[config.mk]
export PLATFORM = sky130hd
export DESIGN_NAME = turn_ctl
export DESIGN_NICKNAME = d
export VERILOG_FILES = /design/src/rtl/turn_ctl.sv
export SDC_FILE = /design/constraint.sdc
export NUM_CORES = 1
export LEC_CHECK = 0
export ABC_AREA = 1
export BUFFER_PORTS_ARGS = -buffer_cell sky130_fd_sc_hd__buf_2
export CORE_UTILIZATION = 50
export CTS_BUF_LIST = sky130_fd_sc_hd__clkbuf_2
export DETAILED_ROUTE_END_ITERATION = 16
export HOLD_SLACK_MARGIN = 0.15
export PLACE_DENSITY = 0.71
export RECOVER_POWER = 100
export SYNTH_ARGS = -nofsm -noshare
export SYNTH_HDL_FRONTEND = slang
export SYNTH_SLANG_ARGS = --single-unit
[constraint.sdc]
create_clock -name clk -period 1.64 [get_ports clk]
set_input_delay 0.082 -clock clk [delete_from_list [all_inputs] [get_ports clk]]
set_output_delay 0.082 -clock clk [all_outputs]
set_load 0.005 [all_outputs]
[src/rtl/turn_ctl.sv]
// Turn scheduler for the cat/dog artillery game: alternates turns, charges throw force,
// draws wind per turn, books hits into HP counters and declares the winner.
module turn_ctl #(
    parameter int unsigned HP_INIT    = 100,
    parameter int unsigned DAMAGE     = 20,
    parameter int unsigned CHARGE_DIV = 130000,
    parameter int unsigned FORCE_MAX  = 1023,
    parameter logic [6:0]  LFSR_SEED  = 7'h5A
) (
    input  logic       clk,
    input  logic       rst_n,
    input  logic       btn_fire,
    input  logic       throw_done_cat,
    input  logic       throw_done_dog,
    input  logic       hit_by_cat,
    input  logic       hit_by_dog,
    output logic       enable_cat,
    output logic       enable_dog,
    output logic [9:0] throw_force,
    output logic [6:0] wind_force,
    output logic [6:0] hp_cat,
    output logic [6:0] hp_dog,
    output logic       turn_dog,
    output logic       game_over,
    output logic       winner_dog
);

    localparam logic [17:0] DivLast  = 18'(CHARGE_DIV - 1);
    localparam logic [9:0]  ForceTop = 10'(FORCE_MAX);
    localparam logic [6:0]  HpFull   = 7'(HP_INIT);
    localparam logic [6:0]  Dmg      = 7'(DAMAGE);

    typedef enum logic [1:0] {StAim, StThrow, StRelease, StOver} state_e;

    // Folds LFSR range 1..127 onto 0..100.
    function automatic logic [6:0] map_wind(input logic [6:0] v);
        return (v > 7'd100) ? v - 7'd27 : v;
    endfunction

    function automatic logic [6:0] take_hit(input logic [6:0] hp);
        return (hp < Dmg) ? 7'd0 : hp - Dmg;
    endfunction

    state_e      state_q, state_d;
    logic        turn_q, turn_d;
    logic [9:0]  force_q, force_d;
    logic [17:0] div_q, div_d;
    logic [6:0]  lfsr_q, lfsr_d;
    logic [6:0]  wind_q, wind_d;
    logic [6:0]  hp_cat_q, hp_cat_d;
    logic [6:0]  hp_dog_q, hp_dog_d;
    logic        en_cat_q, en_cat_d;
    logic        en_dog_q, en_dog_d;
    logic        over_q, over_d;
    logic        winner_q, winner_d;
    logic        btn_prev_q;
    logic        hit_q, hit_d;
    logic        active_done;

    always_ff @(posedge clk or negedge rst_n) begin
        if (!rst_n) begin
            state_q    <= StAim;
            turn_q     <= 1'b0;
            force_q    <= '0;
            div_q      <= '0;
            lfsr_q     <= LFSR_SEED;
            wind_q     <= map_wind(LFSR_SEED);
            hp_cat_q   <= HpFull;
            hp_dog_q   <= HpFull;
            en_cat_q   <= 1'b0;
            en_dog_q   <= 1'b0;
            over_q     <= 1'b0;
            winner_q   <= 1'b0;
            btn_prev_q <= 1'b0;
            hit_q      <= 1'b0;
        end else begin
            state_q    <= state_d;
            turn_q     <= turn_d;
            force_q    <= force_d;
            div_q      <= div_d;
            lfsr_q     <= lfsr_d;
            wind_q     <= wind_d;
            hp_cat_q   <= hp_cat_d;
            hp_dog_q   <= hp_dog_d;
            en_cat_q   <= en_cat_d;
            en_dog_q   <= en_dog_d;
            over_q     <= over_d;
            winner_q   <= winner_d;
            btn_prev_q <= btn_fire;
            hit_q      <= hit_d;
        end
    end

    always_comb begin
        state_d     = state_q;
        turn_d      = turn_q;
        force_d     = force_q;
        div_d       = div_q;
        lfsr_d      = {lfsr_q[5:0], lfsr_q[6] ^ lfsr_q[5]};
        wind_d      = wind_q;
        hp_cat_d    = hp_cat_q;
        hp_dog_d    = hp_dog_q;
        en_cat_d    = 1'b0;
        en_dog_d    = 1'b0;
        over_d      = over_q;
        winner_d    = winner_q;
        hit_d       = hit_q;
        active_done = turn_q ? throw_done_dog : throw_done_cat;

        case (state_q)
            StAim: begin
                if (btn_fire) begin
                    if (div_q == DivLast) begin
                        div_d = '0;
                        if (force_q != ForceTop) force_d = force_q + 10'd1;
                    end else begin
                        div_d = div_q + 18'd1;
                    end
                end else if (btn_prev_q) begin
                    state_d  = StThrow;
                    en_cat_d = ~turn_q;
                    en_dog_d = turn_q;
                    hit_d    = 1'b0;
                end
            end
            StThrow: begin
                // A hit in the same cycle as throw_done is still booked.
                if (!hit_q) begin
                    if (!turn_q && hit_by_cat) begin
                        hp_dog_d = take_hit(hp_dog_q);
                        hit_d    = 1'b1;
                    end else if (turn_q && hit_by_dog) begin
                        hp_cat_d = take_hit(hp_cat_q);
                        hit_d    = 1'b1;
                    end
                end
                if (active_done) begin
                    state_d = StRelease;
                end else begin
                    en_cat_d = ~turn_q;
                    en_dog_d = turn_q;
                end
            end
            StRelease: begin
                if (!active_done) begin
                    if (hp_cat_q == 7'd0 || hp_dog_q == 7'd0) begin
                        state_d  = StOver;
                        over_d   = 1'b1;
                        winner_d = (hp_cat_q == 7'd0);
                    end else begin
                        state_d = StAim;
                        turn_d  = ~turn_q;
                        force_d = '0;
                        div_d   = '0;
                        wind_d  = map_wind(lfsr_q);
                    end
                end
            end
            StOver: begin
                if (btn_fire && !btn_prev_q) begin
                    state_d  = StAim;
                    hp_cat_d = HpFull;
                    hp_dog_d = HpFull;
                    turn_d   = 1'b0;
                    over_d   = 1'b0;
                    winner_d = 1'b0;
                    force_d  = '0;
                    div_d    = '0;
                    wind_d   = map_wind(lfsr_q);
                end
            end
            default: state_d = StAim;
        endcase
    end

    assign enable_cat  = en_cat_q;
    assign enable_dog  = en_dog_q;
    assign throw_force = force_q;
    assign wind_force  = wind_q;
    assign hp_cat      = hp_cat_q;
    assign hp_dog      = hp_dog_q;
    assign turn_dog    = turn_q;
    assign game_over   = over_q;
    assign winner_dog  = winner_q;

endmodule

==> results by group, run 1 <==
STA
  – Highest Clock Rate: 571 MHz
  – Post-route setup TNS: -2.24 ns
  – Fin crit period: 1.75 ns
  – Final WS setup: -0.111 ns
  – Part of the cycle the worst path needs: 1.07
  – Clock Skew: 0.0227 ns
  – Final Max Tran Viols: 0
  – Slew @ Worst Pin: 0.860 ns
  – Unrepaired setup endpoints after global routing: yes
  – Slew headroom: 0.427
  – Hold Fails Final Rpt: 0
  – Final setup viols: 29

Worst setup path
  – WP data required: 2.04 ns
  – CP max stage cell: dfstp_2
  – Critical path origin: hp_cat[2]
  – CP endpoint kind: flip-flop
  – Critical path class: flip-flop to flip-flop
  – CP max FO: 5
  – Cell Chain, Critical Path: inv_2, ha_4, inv_2, nor2_2, nand2_1, nand2_2, nand2_4, inv_4, nor2_8, buf_12, nand3_4, nand2_2, nand2_2
  – Most used cell, CP: nand2_2
  – Crit start category: flip-flop
  – CP peak stage delay: 0.57 ns
  – Arr. time, crit path: 2.15 ns
  – Worst R2R Start: hp_cat[2]

GRT
  – Vias in the first global route: 3392
  – Antenna violations before repair: 0
  – Met3 GRT Util: 0.0406
  – Gr busiest metal: met2
  – Largest net degree at the start of global routing: 62
  – First-pass GRT wire length: 14900 um
  – Met2 Usage GRT: 0.403
  – All-Layer GR Usage: 0.243
  – Grt met1 use: 0.311
  – Grt ovf: 0

Floorplanning
  – I/O pins: 43
  – Starting Density: 0.521
  – Die width: 89.2 um
  – # rows: 31
  – Die ar.: 7950 um2
  – Core ar.: 7290 um2
  – Die Ht: 89.2 um

Route
  – Vias: 3657
  – Post-route ant nets: 0
  – DR vias/cell: 5.10
  – Drt first pass iters: 5
  – DR WL/cell: 12.8 um
  – Post-route DRC: 0
  – DRT iter0 DRCs: 194
  – WL final: 9190 um

Synthesis
  – Yosys cell types: 36
  – EDFF count, synth: 0
  – Asr flop ratio synth: 1.00
  – Yosys reg bits: 61
  – Synth Warn #: 0
  – Post-Syn Area per Cell: 7.31 um2
  – Cell area after synthesis: 3800 um2
  – Synth Flop Type: dfrtp_1
  – Proportion of synthesized chip area in sequential cells: 0.406
  – Syn Inst Count: 520

CTS
  – Clock Pin Slew Worst Setup and Hold Paths: 0.18 ns
  – Clk_lat worst skew: 0.49 ns
  – # clock sinks: 61
  – Root buffer cell: clkbuf_2
  – CTS tree: built
  – Cts bufs inserted: 9
  – H-tree levels: 3
  – CTS max path bufs: 2

Pwr
  – Pleak: 2.25 nW
  – Peak supply drop: 0.00100 V
  – PwrDens: 1370 nW/um2

Outcome
  – Failing checks: negative setup slack
  – Status: finished with violations

Worst hold path
  – Hold wc startpoint: throw_done_cat
  – Worst min path class: primary input to flip-flop

Cells and area
  – Register area: 1550 um2
  – Nets: 629
  – Fraction of layout cells with a size suffix above 1: 0.236
  – Multi-input gate area: 2110 um2
  – Antenna cells: 0
  – Layout area overhead: 23.3%
  – # fillers: 693
  – Final instance area: 4680 um2

Placement
  – Placed inst area: 4350 um2
  – Port bufs: 38
  – Final HPWL DP: 6220 um
  – Final Wtd Congestion: 0.860

Run
  – Max cap viols: 0
[layout by cell type, fill, tap and decap left out, types with 9 or more instances in the layout]
master    netlist  final
nand2_2         5     17
clkbuf_1        2     20
o21ai_0        24     21
clkbuf_2        0      9
a21oi_1        10     10
dfrtp_1        47     46
inv_2           7     12
nor2_1         56     55
buf_2           0     23
nand4_1        16     16
nand2_1       168    153
buf_4           4     34
inv_1          52     45
nand3_1        43     42
[routing by layer]
metal | part of all wire | wire [um]
met4 | 0.024 | 220
met3 | 0.042 | 389
met1 | 0.46 | 4260
met2 | 0.47 | 4320
met5 | 0 | 0
[kinds of logic (layout without fill, tap and decap cells)]
logic type / Yosys count / count (layout) / share of synthesized area
XOR/XNOR: 11 / 11 / 0.0254
adder cells (fa/ha/maj): 8 / 8 / 0.0264
AND/OR/NAND/NOR: 315 / 317 / 0.378
other: 1 / 4 / 0.000987
AO/OA/AOI/OAI: 54 / 54 / 0.0800
buffers and inverters: 70 / 163 / 0.0830
flip-flops: 61 / 61 / 0.406
[power by group]
group | internal [W] | switching, W | leakage [nW]
Clock | 0.000329 | 0.000561 | 0.0626
Sequential | 0.00181 | 0.000256 | 0.780
Combinational | 0.00137 | 0.00211 | 1.41
Total | 0.00351 | 0.00293 | 2.25
[path summary, 6_finish.rpt]
path / end / slack, ns / cells after the start
worst max-delay path: throw_force[4] / -0.11 / 13
min in group asynchronous: div_q[15] / 0.85 / 4
max in group asynchronous: state_q[0] / 0.15 / 4
worst min-delay path: enable_cat / 0.35 / 3
worst min register to register: lfsr_q[4] / 0.44 / 0
worst max register to register: throw_force[4] / -0.11 / 13
[cell type report]
type	count	share of cell area
Clock inverter	6	0.0118
Timing Repair Buffer	89	0.124
Sequential cell	61	0.330
Multi-Input combinational cell	394	0.450
Inverter	59	0.0484
Clock buffer	9	0.00962
Tap cell	99	0.0264
[through the flow]
step                power, W  hold slack [ns]   util  worst slack (ns)  cells
floorplan            0.00398           -0.214      -           -0.0740    523
global placement     0.00486            0.117  0.596           -0.0803    684
CTS                  0.00637            0.291  0.642            -0.109    717
global route         0.00689            0.347  0.642            -0.172    717
finish               0.00644            0.347  0.642            -0.111    717
detailed placement   0.00495            0.118  0.596            -0.138    684
[repair_timing]
item | CTS | global route
cloned | 2 | 0
endpoints found under the hold margin | 76 | 0
gates resized for setup | 14 | 22
setup endpoints to repair | 29 | 45
hold buffers | 8 | 0
buffers inserted | 8 | 4
pin swaps | 12 | 5
[sequential cells by signal, summed over array words and instances (netlist names)]
| register | cells |
|---|---|
| turn_dog | 1 |
| hit_q | 1 |
| throw_force | 10 |
| winner_dog | 1 |
| state_q | 2 |
| btn_prev_q | 1 |
| enable_dog | 1 |
| hp_dog | 5 |
| lfsr_q | 7 |
| enable_cat | 1 |
| wind_force | 7 |
| game_over | 1 |
| hp_cat | 5 |
| div_q | 18 |
[Yosys cell counts, types with 3 or more instances]
library cell / instances / share of area
nand4_1: 16 / 0.026
a31oi_1: 5 / 0.0082
nand3b_1: 7 / 0.014
dfrtp_1: 47 / 0.31
nand3_1: 43 / 0.057
buf_4: 4 / 0.0079
nand2_4: 3 / 0.0089
nor2_2: 7 / 0.012
o21ai_2: 3 / 0.0069
nor2_1: 56 / 0.055
ha_1: 8 / 0.026
xor2_1: 8 / 0.018
nand2_1: 168 / 0.17
buf_6: 5 / 0.015
o21ai_1: 5 / 0.0066
xnor2_1: 3 / 0.0069
inv_1: 52 / 0.051
inv_2: 7 / 0.0069
nand2_2: 5 / 0.0082
o21ai_0: 24 / 0.032
dfstp_2: 14 / 0.097
a21oi_1: 10 / 0.013
[worst max-delay path: cells and delay by family, from the launching register on]
family	cells	cell delay (ns)
simple gates	8	0.69
buf+inv	4	0.28
fa+ha+maj	1	0.15
flops	1	0.57
Power figures use the tool's default switching activity.
==> run 2: changes to the inputs <==
--- a/config.mk
+++ b/config.mk
@@ -7,6 +7,7 @@
 export LEC_CHECK = 0
 export ABC_AREA = 1
 export BUFFER_PORTS_ARGS = -buffer_cell sky130_fd_sc_hd__buf_2
+export CORE_MARGIN = 2
 export CORE_UTILIZATION = 50
 export CTS_BUF_LIST = sky130_fd_sc_hd__clkbuf_2
 export DETAILED_ROUTE_END_ITERATION = 16
==> results by group, run 2 (synthesis gave the netlist of run 1 again) <==
Outcome
  – Status: finished with violations
  – Failing checks: negative setup slack

Cells and area
  – Nets: 631
  – Fraction of layout cells with a size suffix above 1: 0.259
  – Commonest non-fill, non-tap cell in the layout: nand2_1
  – Layout area overhead: 24.7%
  – Max reg flops: 18
  – Antenna cells: 0
  – Fin cells: 720
  – Commonest cells after routing, fill and taps aside: 152 x nand2_1, 54 x nor2_1, 46 x inv_1
  – Biggest register: div_q

Route
  – Vias: 3712
  – Post-route DRC: 0
  – Drt first pass iters: 5
  – DRT iter0 DRCs: 172
  – DR vias/cell: 5.16
  – Post-route ant nets: 0
  – DR WL/cell: 12.7 um
  – WL final: 9110 um

Pwr
  – PwrDens: 1360 nW/um2
  – Switching Share: 0.467
  – Net Switching: 0.00300 W
  – Comb pwr share: 0.542
  – Peak supply drop: 0.000909 V
  – Clock share of power: 0.133
  – Pleak: 2.31 nW
  – Reg power frac: 0.325
  – Internal power: 0.00342 W

CTS
  – CTS tree: built
  – Clk_lat worst skew: 0.53 ns
  – Cts bufs inserted: 9
  – Clock Pin Slew Worst Setup and Hold Paths: 0.19 ns
  – Root buffer cell: clkbuf_2
  – CTS max path bufs: 2
  – # clock sinks: 61
  – H-tree levels: 3

Worst hold path
  – Hold wc startpoint: throw_done_dog
  – Hold path depth: 3
  – Worst Hold End: enable_dog
  – Worst min path class: primary input to flip-flop

STA
  – Slew headroom: 0.435
  – Fin crit period: 1.74 ns
  – Final Max Tran Viols: 0
  – Final setup viols: 34
  – Highest Clock Rate: 575 MHz
  – Hold Fails Final Rpt: 0
  – Clock Skew: 0.0255 ns
  – Part of the cycle the worst path needs: 1.06
  – Final WS setup: -0.0997 ns
  – Slew @ Worst Pin: 0.847 ns
  – Unrepaired setup endpoints after global routing: yes
  – Hold WS: 0.296 ns

Floorplanning
  – Starting Density: 0.521
  – Die Ht: 91.2 um
  – Die width: 91.2 um
  – Core ar.: 7290 um2
  – Die ar.: 8310 um2
  – I/O pins: 43
  – # rows: 31

Worst setup path
  – WP data required: 2.08 ns
  – Reg2reg setup slack: -0.1 ns
  – Arr. time, crit path: 2.18 ns
  – Critical path origin: hp_cat[2]
  – Reg2reg end: throw_force[9]
  – Worst reg2reg path depth: 13
  – Critical path class: flip-flop to flip-flop
  – CP max FO: 5
  – CP endpoint kind: flip-flop
  – Crit start category: flip-flop
  – Worst R2R Start: hp_cat[2]

GRT
  – Largest net degree at the start of global routing: 62
  – Vias in the first global route: 3500
  – Grt ovf: 0
  – First-pass GRT wire length: 15500 um
  – All-Layer GR Usage: 0.227
  – Antenna violations before repair: 0

Placement
  – Final HPWL DP: 6530 um
  – Final Wtd Congestion: 0.898
  – Placed Cells: 685
  – Port bufs: 38

Run
  – Max cap viols: 0
## run 2: cell count changes in the layout (fill, tap and decap cells not counted), moves of 2 or more
| cell | before | now |
|---|---|---|
| buf_2 | 23 | 34 |
| clkbuf_1 | 20 | 12 |
| clkinv_1 | 2 | 0 |
| clkinv_2 | 2 | 0 |
| clkinv_4 | 0 | 5 |
| inv_6 | 0 | 2 |
| nand3_1 | 42 | 40 |
| nand3_2 | 1 | 3 |
| nor2_4 | 4 | 6 |
## run 2: layer usage
layer,share of wire,GRT usage,up-vias,routed length (um)
li1,-,-,1866,-
met1,0.44,0.281,1741,4030
met2,0.49,0.399,95,4450
met3,0.058,0.0523,10,525
met4,0.012,0.0606,0,112
met5,0,0,-,0
## run 2: per-stage QoR
step	total power [W]	instance area [um2]	setup TNS, ns	utilization	setup slack (ns)
after detailed placement	0.00496	4350	-2.94	0.597	-0.146
final	0.00643	4740	-2.23	0.649	-0.0997
after floorplan	0.00398	3840	-1.07	-	-0.0740
after global routing	0.00689	4740	-6.37	0.649	-0.212
after global placement	0.00485	4350	-1.14	0.597	-0.0748
after CTS	0.00605	4600	-3.59	0.631	-0.150
## run 2: worst max-delay path, stage by stage (launching register included)
cell,delay (ns)
dfstp_2,0.58
inv_2,0.05
ha_4,0.15
inv_2,0.06
nor2_4,0.04
nand2_2,0.07
nand2_2,0.07
nand2_4,0.10
inv_4,0.05
nor2_8,0.10
buf_12,0.13
nand3_4,0.11
nand2_2,0.10
nand2_2,0.04
## run 2: what timing repair did
action                                 4_1_cts  5_1_grt
cloned                                       1        1
setup buffers                                1        9
endpoints found under the hold margin       82        0
hold buffers                                 7        0
pin swaps                                    5       15
resized for setup                           11       31
setup endpoints to repair                   35       44
## run 2: power groups by stage
| stage | sequential (W) | clock, W | combinational [W] |
|---|---|---|---|
| after floorplan | 0.00210 | 0 | 0.00188 |
| after global placement | 0.00210 | 0 | 0.00275 |
| after detailed placement | 0.00212 | 0 | 0.00284 |
| after CTS | 0.00209 | 0.000883 | 0.00307 |
| after global routing | 0.00213 | 0.000940 | 0.00382 |
| final | 0.00209 | 0.000853 | 0.00349 |
## run 2: worst max path at each step
| stage | slack, ns | endpoint |
|---|---|---|
| after floorplan | -0.07 | div_q[6] |
| after global placement | -0.07 | div_q[4] |
| after detailed placement | -0.15 | div_q[3] |
| after CTS | -0.15 | div_q[3] |
| after global routing | -0.21 | throw_force[3] |
| final | -0.1 | throw_force[9] |
## run 2: final cells by class
class	instances	area, um2
Sequential cell	61	1550
Fill cell	669	2560
Timing Repair Buffer	91	603
Clock inverter	7	60.1
Multi-Input combinational cell	394	2130
Inverter	59	229
Tap cell	99	124
Clock buffer	9	45.0
